**src/rtl/spi_cmd_sender_pkg.sv**
```systemverilog
// Shared definitions for the SD-card SPI command path.
// Command indices, R1 layout and the CRC7 step used by command senders.
package spi_cmd_sender_pkg;

    typedef enum logic [1:0] {
        IDLE,
        SEND,
        RESP,
        FINISH
    } state_t;

    localparam logic [5:0] CMD0   = 6'd0;
    localparam logic [5:0] CMD8   = 6'd8;
    localparam logic [5:0] CMD16  = 6'd16;
    localparam logic [5:0] CMD17  = 6'd17;
    localparam logic [5:0] CMD55  = 6'd55;
    localparam logic [5:0] ACMD41 = 6'd41;

    localparam int R1_IDLE        = 0;
    localparam int R1_ILLEGAL_CMD = 2;
    localparam int R1_CRC_ERR     = 3;

    localparam logic [7:0] R1_READY = 8'h00;

    // x^7 + x^3 + 1 with the x^7 term implied by the shift
    localparam logic [6:0] CRC7_POLY = 7'h09;

    function automatic logic [6:0] crc7_step(
        input logic [6:0] crc,
        input logic       din
    );
        logic fb;
        fb = din ^ crc[6];
        return {crc[5:0], 1'b0} ^ (fb ? CRC7_POLY : 7'h00);
    endfunction

endpackage

```
**src/rtl/crc7_serial.sv**
```systemverilog
// Bit-serial CRC7 accumulator, MSB-first, zero initial value.
// Shared by the command senders of the read and write paths.
module crc7_serial
    import spi_cmd_sender_pkg::*;
(
    input  logic       clk,
    input  logic       rst_n,
    input  logic       clr,
    input  logic       bit_en,
    input  logic       din,
    output logic [6:0] crc
);

    always_ff @(posedge clk or negedge rst_n) begin
        if (!rst_n) begin
            crc <= '0;
        end else if (clr) begin
            crc <= '0;
        end else if (bit_en) begin
            crc <= crc7_step(crc, din);
        end
    end

endmodule

```
**src/rtl/spi_cmd_sender.sv**
```systemverilog
// Frames one 48-bit SD SPI command onto MOSI, then polls MISO for R1.
// Runs on externally supplied SCLK edge strobes; SCLK and CS live elsewhere.
module spi_cmd_sender
    import spi_cmd_sender_pkg::*;
#(
    parameter int RESP_TIMEOUT = 8
) (
    input  logic        clk,
    input  logic        rst_n,
    input  logic        sclk_posedge,
    input  logic        sclk_negedge,
    input  logic        en,
    input  logic [5:0]  cmd_index,
    input  logic [31:0] cmd_arg,
    input  logic        in,
    output logic        out,
    output logic        busy,
    output logic        done,
    output logic        error,
    output logic [7:0]  response
);

    localparam logic [7:0] TIMEOUT = 8'(RESP_TIMEOUT);

    state_t      state;
    logic [39:0] frame;
    logic [5:0]  bit_cnt;
    logic [7:0]  byte_cnt;
    logic [2:0]  bit_pos;
    logic [7:0]  rx;
    logic        tail;
    logic        byte_full;
    logic [6:0]  crc;
    logic        crc_clr;
    logic        crc_en;

    assign crc_clr = (state == IDLE) && en;
    assign crc_en  = (state == SEND) && sclk_negedge
                   && !tail && (bit_cnt >= 6'd8);

    crc7_serial u_crc (
        .clk    (clk),
        .rst_n  (rst_n),
        .clr    (crc_clr),
        .bit_en (crc_en),
        .din    (frame[39]),
        .crc    (crc)
    );

    always_ff @(posedge clk or negedge rst_n) begin
        if (!rst_n) begin
            state     <= IDLE;
            frame     <= '0;
            bit_cnt   <= '0;
            byte_cnt  <= '0;
            bit_pos   <= '0;
            rx        <= '0;
            tail      <= 1'b0;
            byte_full <= 1'b0;
            out       <= 1'b1;
            busy      <= 1'b0;
            done      <= 1'b0;
            error     <= 1'b0;
            response  <= 8'hFF;
        end else begin
            unique case (state)
                IDLE: begin
                    out <= 1'b1;
                    if (en) begin
                        frame   <= {2'b01, cmd_index, cmd_arg};
                        error   <= 1'b0;
                        bit_cnt <= 6'd47;
                        tail    <= 1'b0;
                        busy    <= 1'b1;
                        state   <= SEND;
                    end
                end
                SEND: begin
                    if (sclk_negedge) begin
                        if (tail) begin
                            out       <= 1'b1;
                            byte_cnt  <= '0;
                            bit_pos   <= 3'd7;
                            byte_full <= 1'b0;
                            tail      <= 1'b0;
                            state     <= RESP;
                        end else begin
                            // CRC is final here; reload the shifter with CRC tail and end bit
                            if (bit_cnt == 6'd7) begin
                                out   <= crc[6];
                                frame <= {crc[5:0], 1'b1, 33'd0};
                            end else begin
                                out   <= frame[39];
                                frame <= {frame[38:0], 1'b0};
                            end
                            if (bit_cnt == 6'd0) begin
                                tail <= 1'b1;
                            end else begin
                                bit_cnt <= bit_cnt - 6'd1;
                            end
                        end
                    end
                end
                RESP: begin
                    out <= 1'b1;
                    if (byte_full) begin
                        byte_full <= 1'b0;
                        if (!rx[7]) begin
                            response <= rx;
                            done     <= 1'b1;
                            state    <= FINISH;
                        end else if (byte_cnt + 8'd1 == TIMEOUT) begin
                            error    <= 1'b1;
                            response <= 8'hFF;
                            done     <= 1'b1;
                            state    <= FINISH;
                        end else begin
                            byte_cnt <= byte_cnt + 8'd1;
                        end
                    end else if (sclk_posedge) begin
                        rx[bit_pos] <= in;
                        bit_pos     <= bit_pos - 3'd1;
                        if (bit_pos == 3'd0) begin
                            byte_full <= 1'b1;
                        end
                    end
                end
                FINISH: begin
                    done  <= 1'b0;
                    busy  <= 1'b0;
                    state <= IDLE;
                end
                default: state <= IDLE;
            endcase
        end
    end

endmodule
```
**config.mk**
```make
export PLATFORM = sky130hd
export DESIGN_NAME = spi_cmd_sender
export DESIGN_NICKNAME = d
export VERILOG_FILES = /design/src/rtl/spi_cmd_sender_pkg.sv /design/src/rtl/crc7_serial.sv /design/src/rtl/spi_cmd_sender.sv
export SDC_FILE = /design/constraint.sdc
export NUM_CORES = 1
export LEC_CHECK = 0
export BUFFER_PORTS_ARGS = -buffer_cell sky130_fd_sc_hd__buf_2
export CAP_MARGIN = 20
export CORE_MARGIN = 2
export CORE_UTILIZATION = 45
export DETAILED_ROUTE_END_ITERATION = 10
export GPL_ROUTABILITY_DRIVEN = 0
export PLACE_DENSITY = 0.79
export SETUP_SLACK_MARGIN = 0.3
export SLEW_MARGIN = 0
export SYNTH_ARGS = -nofsm -noshare
export SYNTH_HDL_FRONTEND = slang
export SYNTH_SLANG_ARGS = --single-unit
```
**constraint.sdc**
```tcl
create_clock -name clk -period 1.94 [get_ports clk]
set_input_delay 0.388 -clock clk [delete_from_list [all_inputs] [get_ports clk]]
set_output_delay 0.388 -clock clk [all_outputs]
set_load 0.005 [all_outputs]
```
# After elaboration in Yosys (flattened, before gate mapping)
# Cells that the tools add are included.
[totals]
register_bits = 88
input_bits = 44
out_inout_bits = 12
word_cells = 131
[op_classes]
addsub = 3
order_cmp = 3
n_eq_ne = 18
muxes = 60
bitwise = 3
reduce_logical = 30
[op_table]
columns = ["operator", "count"]
rows = [
  ["2-to-1 mux 40 bit", 4],
  ["case mux 40 bit (2 select lines)", 1],
  ["2-to-1 mux 8 bit", 7],
  ["2-to-1 mux 6 bit", 4],
  ["!= test 2 bit (second input constant)", 11],
  ["AND reduction 5 bit", 4],
  ["2-to-1 mux 1 bit", 19],
  ["case mux 8 bit (2 select lines)", 1],
  ["AND reduction 3 bit", 5],
  ["2-to-1 mux 7 bit", 2],
  ["nonzero test 2 bit", 7],
  ["2-to-1 mux 2 bit", 6],
  ["2-to-1 mux 3 bit", 4],
  ["case mux 1 bit (2 select lines)", 6],
  ["case mux 6 bit (2 select lines)", 1],
  ["adder 8 x 1 -> 8 bit (second input constant)", 1],
  ["bitwise mux 8 bit", 1],
  ["equality test 8 x 4 -> 1 bit (second input constant)", 1],
  ["case mux 2 bit (4 select lines)", 1],
  ["bitwise XOR 7 bit", 1],
  ["equality test 6 x 3 -> 1 bit (second input constant)", 1],
  ["greater-or-equal comparator 6 x 4 -> 1 bit (second input constant)", 1],
  ["zero test 6 bit", 1],
  ["case mux 3 bit (2 select lines)", 1],
  ["20 further kinds", 26],
]

# Longest topological paths before layout
[logic_depth]
depth_word = 6
ltp_mapped = 9
mapped_depth_nobuf = 7

# By module
# From an unflattened synthesis, not the netlist that was laid out.
[unflattened]
hier_cells = 494
area_unflattened_um2 = 4600.7
[by_module_without_submodules]
columns = ["mod", "n_inst", "cells_per_inst", "area_each_um2", "seq_area_each_um2"]
rows = [
  ["spi_cmd_sender", 1, 466, 4292.9, 2038.2],
  ["crc7_serial", 1, 28, 307.8, 175.2],
]

# Least setup slack after synthesis
# OpenSTA, ideal clock, no wires.
[synth_path]
kind = "register -> register"
start = "register byte_cnt[0]"
end = "register byte_cnt[4]"
setup_ps = 76
arrival_time_ps = 2023
required_time_ps = 1864
setup_slack_ps = -159
path_stages_with_launch = 8
n_path_buf = 1
synth_period_minus_slack_ps = 2099
cell_sequence = "dfrtp_1 > ha_1 > and4_4 > a221oi_2 > o41ai_2 > buf_6 > or4_1 > o21ai_1"
[synth_between]
elab_chain_len = 5
word_cells_on_any_way = 8
cone_classes = "add/sub: 1; eq/ne: 2; mux: 4; reduce/logical: 1"
[synth_lines]
columns = ["element", "line_no", "source"]
rows = [
  ["start: declaration", "spi_cmd_sender.sv:28", "logic [7:0] byte_cnt;"],
  ["start signal: assignment", "spi_cmd_sender.sv:118", "byte_cnt <= byte_cnt + 8'd1;"],
  ["adder 8 x 1 -> 8 bit (*)", "spi_cmd_sender.sv:112, spi_cmd_sender.sv:118", ""],
  ["branches (longest 4 deep; another with equality test 8 x 4 -> 1 bit)", "n/a", ""],
]
# Every way passes the cells marked *. The select of a mux whose other input is x is not followed.
# A chain may end at the register's enable or synchronous reset.

# Final worst setup path
[layout_path]
start = "register byte_cnt[1]"
end = "register state[1]"
[layout_between]
elab_chain_len = 4
[layout_lines]
columns = ["element", "line_no", "source"]
rows = [
  ["adder 8 x 1 -> 8 bit", "spi_cmd_sender.sv:112", "end else if (byte_cnt + 8'd1 == TIMEOUT) begin"],
  ["equality test 8 x 4 -> 1 bit", "spi_cmd_sender.sv:112", ""],
  ["!= test 3 bit (no line)", "n/a", ""],
  ["AND reduction 5 bit (no line)", "n/a", ""],
  ["end signal: assignment", "spi_cmd_sender.sv:111", "state <= FINISH;"],
  ["end signal: assignment", "spi_cmd_sender.sv:116", "state <= FINISH;"],
  ["end signal: assignment", "spi_cmd_sender.sv:131", "state <= IDLE;"],
  ["end: declaration", "spi_cmd_sender.sv:25", "state_t state;"],
]
# No other way between the ends.

==> impl_metrics.csv <==
group,metric,value,unit
outcome,outcome,"finished with violations",
outcome,violations,"setup timing",
sta,finClkSkew,0.01918,ns
global_routing,grt_overflow_total,0,
cts,htreeDepth,3,
global_routing,grt_pass1_vias,4833,
routing,dr.pass1.iters,6,
cts,clk_pin_slew,0.11,ns
yosys,yosysSeqAreaShare,48.16,%
routing,wl_per_cell,22.05,um
cells_and_area,fin_cells,755,
critical_path,endpoint,"state[1]",
floorplanning,pin_count,56,
global_routing,grtUsageTotal,29.32,%
floorplanning,dieArea,0.01104,mm2
routing,routed-wl-met3,1.190,mm
sta,timing.final.ws_setup,-0.1695,ns
power_and_ir_drop,vdd_ir_drop_max,833.4,uV
cells_and_area,layout-drive-gt1-share,51.05,%
sta,slew_viol_final,0,
floorplanning,die_w,105.1,um
yosys,syn_nets,545,
sta,period_minus_slack,2.109,ns
floorplanning,coreArea,0.009864,mm2
critical_path,rr_endpoint,"state[1]",
sta,max_slew_margin,60.35,%
routing,vias_per_cell,6.268,
cts,clock_path_buffers,2,
place,pre_cts_slack,-0.1045,ns
floorplanning,start_util,46.59,%
flow_run,cap_violations,0,
yosys,async_flop_share,100.0,%
routing,dr.first_iter.drc_count,506,
power_and_ir_drop,p_total,12.63,mW
yosys,synthXorXnorAreaFrac,0.9529,%
yosys,ys_ff_latch,88,
critical_path,r2r_start,"byte_cnt[1]",
place,place_hpwl,7.523,mm
sta,period_share,108.7,%
sta,tightest_slew,0.5935,ns
cts,cts_root_buf,"clkbuf_8",
sta,fin_hold_ws,0.2319,ns
sta,finalHoldViolCount,0,
yosys,syn_area,0.004596,mm2
critical_path,r2r_cells,7,
cells_and_area,finalNetCount,671,
routing,drcViolationCount,0,
routing,ant_nets,0,
routing,m1WireLength,6.009,mm
critical_path,crit_arrival,2.36,ns
routing,maxUsedRoutingLayer,"met4",
sta,rsz0062_at_grt,"true",
yosys,synth_fa_ha_area_share,2.995,%
cts,numCtsBuffers,9,
routing,routed_wl,16.65,mm
critical_path,ff2ff_setup_slack,-0.17,ns
critical_path,cp-start-kind,"register",
power_and_ir_drop,leakagePower,3.301,nW
global_routing,grt_pass1_wl,25.36,mm
yosys,synth-simple-area-share,19.66,%
yosys,syn_area_per_cell,9.379,um2
critical_path,worstSetupPathType,"register to register",
place,portBuffers,55,
routing,vias,4732,
floorplanning,core.rowCount,36,
yosys,synth_flop_cell,"dfrtp_1",
cells_and_area,syn2layout_area_growth,54.18,%
critical_path,worstPathMaxFanout,4,
hold_path,hold_class,"input port to register",
critical_path,cp-end-kind,"register",
cts,clock_latency,0.38,ns
yosys,muxShareOfSynthArea,5.282,%
yosys,synth_top_family_by_area,"simple AND/OR/NAND/NOR gates",
global_routing,grt_max_degree,46,
sta,setup_viol,16,
yosys,synth_cell_types,55,
cts,cts_tree,"yes",
cells_and_area,fill_cells,595,
cts,clkSinkCount,88,
yosys,synth-compound-area-share,18.43,%
critical_path,cp.required,2.19,ns
place,place_inst,678,
yosys,synth_warnings,0,
critical_path,worstSetupStartpoint,"byte_cnt[1]",
yosys,synth_edf_count,0,
floorplanning,die_y,105.1,um
routing,wl_met2,8.543,mm
sta,timing.fmax,474.0,MHz
yosys,syn-instance-count,490,
global_routing,antenna_found_initial,1,
power_and_ir_drop,power_density,1783,mW/mm2
-- sequential cells by signal (all words and copies together), names as in the netlist --
register   cells
busy           1
byte_full      1
rx             8
tail           1
bit_cnt        6
byte_cnt       8
bit_pos        3
out            1
response       8
u_crc.crc      7
state          2
error          1
done           1
frame         40
-- worst min-delay path by stage --
| stage | depth (start not counted) | endpoint | start | slack, ns |
|---|---|---|---|---|
| finish | 2 | frame[0] | cmd_arg[0] | 0.23 |
| global route | 2 | frame[0] | cmd_arg[0] | 0.22 |
| CTS | 2 | frame[0] | cmd_arg[0] | 0.24 |
| detailed placement | 1 | frame[34] | rst_n | 0.29 |
| global placement | 1 | frame[34] | rst_n | 0.29 |
| floorplan | 0 | bit_cnt[0] | rst_n | 0.09 |
-- layer usage --
| layer | track usage (%) | vias to the layer above |
|---|---|---|
| met5 | 0 | - |
| met4 | 14.57 | 0 |
| met3 | 5.053 | 90 |
| met2 | 51.11 | 285 |
| met1 | 34.78 | 2333 |
| li1 | - | 2024 |
-- power breakdown --
part | switching (mW) | leakage, nW | internal (mW) | total, mW
Combinational | 3.83 | 2.10 | 3.95 | 7.78
Clock | 0.709 | 0.124 | 0.861 | 1.57
Sequential | 0.755 | 1.08 | 2.53 | 3.28
Total | 5.29 | 3.30 | 7.34 | 12.6
-- cell usage in the layout (no fill, tap or decap), types with 12 or more instances in the layout --
cell	count
dfrtp_1	74
buf_2	54
buf_4	44
a21oi_1	39
and3_1	31
o21ai_1	29
buf_6	25
nand2_1	21
nand2_2	18
nor2_1	17
nand2_4	16
o21ai_2	15
mux2i_1	12
-- critical path, cell delays in order (launching register included) --
cell and delay [ns]:
dfrtp_2 0.44, ha_4 0.18, buf_6 0.11, nor4_4 0.27, a221oi_4 0.08, o41a_1 0.38
a21oi_2 0.21, mux2_4 0.31
-- cell usage after synthesis, types with 3 or more instances --
| cell type | n | share of area, % |
|---|---|---|
| dfrtp_1 | 79 | 43 |
| nand2_1 | 56 | 4.6 |
| a21oi_1 | 49 | 5.3 |
| o21ai_1 | 40 | 4.4 |
| and3_1 | 35 | 4.8 |
| nor2_1 | 26 | 2.1 |
| clkbuf_1 | 20 | 1.6 |
| nand3_1 | 19 | 2.1 |
| mux2i_1 | 13 | 2.8 |
| inv_1 | 12 | 0.98 |
| ha_1 | 11 | 3.0 |
| mux2_1 | 10 | 2.5 |
| dfstp_2 | 9 | 5.1 |
| o21ai_0 | 9 | 0.98 |
| nor3_1 | 8 | 0.87 |
| o22a_1 | 8 | 1.5 |
| a211oi_1 | 6 | 0.98 |
| or4_1 | 6 | 0.98 |
| and2_1 | 5 | 0.68 |
| buf_1 | 5 | 0.41 |
| nor2b_1 | 5 | 0.68 |
| a21o_1 | 4 | 0.65 |
| buf_2 | 4 | 0.44 |
| nor3b_1 | 4 | 0.65 |
| xor2_1 | 4 | 0.76 |
| a31oi_1 | 3 | 0.41 |
| buf_6 | 3 | 0.74 |
| nand2b_1 | 3 | 0.41 |
| o211ai_1 | 3 | 0.49 |
| o31ai_1 | 3 | 0.49 |
-- layout make-up --
type	count	area (um2)	share of cell area (%)
antenna	1	2.502	0.03532
clock buffer	9	123.9	1.748
clock inverter	7	117.6	1.660
inverter	14	65.06	0.9182
multi-input combinational	359	3030	42.77
sequential	88	2220	31.33
tap	133	166.4	2.349
timing repair buffer	144	1360	19.19
-- kinds of logic after synthesis --
group | count (synthesis)
multiplexers | 23
AO/OA/AOI/OAI | 140
buffers and inverters | 47
flip-flops | 88
adder cells (fa/ha/maj) | 11
XOR/XNOR | 5
AND/OR/NAND/NOR | 176
-- per-stage QoR --
stage	util [%]	setup TNS, ns	cell area (um2)
2_1_floorplan	-	0	4771
3_3_place_gp	53.82	-0.1177	5309
3_5_place_dp	53.82	-0.7506	5309
4_1_cts	69.75	-0.9489	6880
5_1_grt	71.83	-3.347	7086
6_report	71.83	-1.274	7086
-- repair_timing --
item / 4_1_cts / 5_1_grt
resized for setup: 183 / 36
endpoints found under the setup margin: 82 / 86
pin swaps: 79 / 11
hold endpoints to repair: 18 / 0
hold buffers: 1 / 0
buffers inserted: 38 / 6
gates cloned: 15 / 0
No activity file was read; power rests on OpenSTA's default activity.
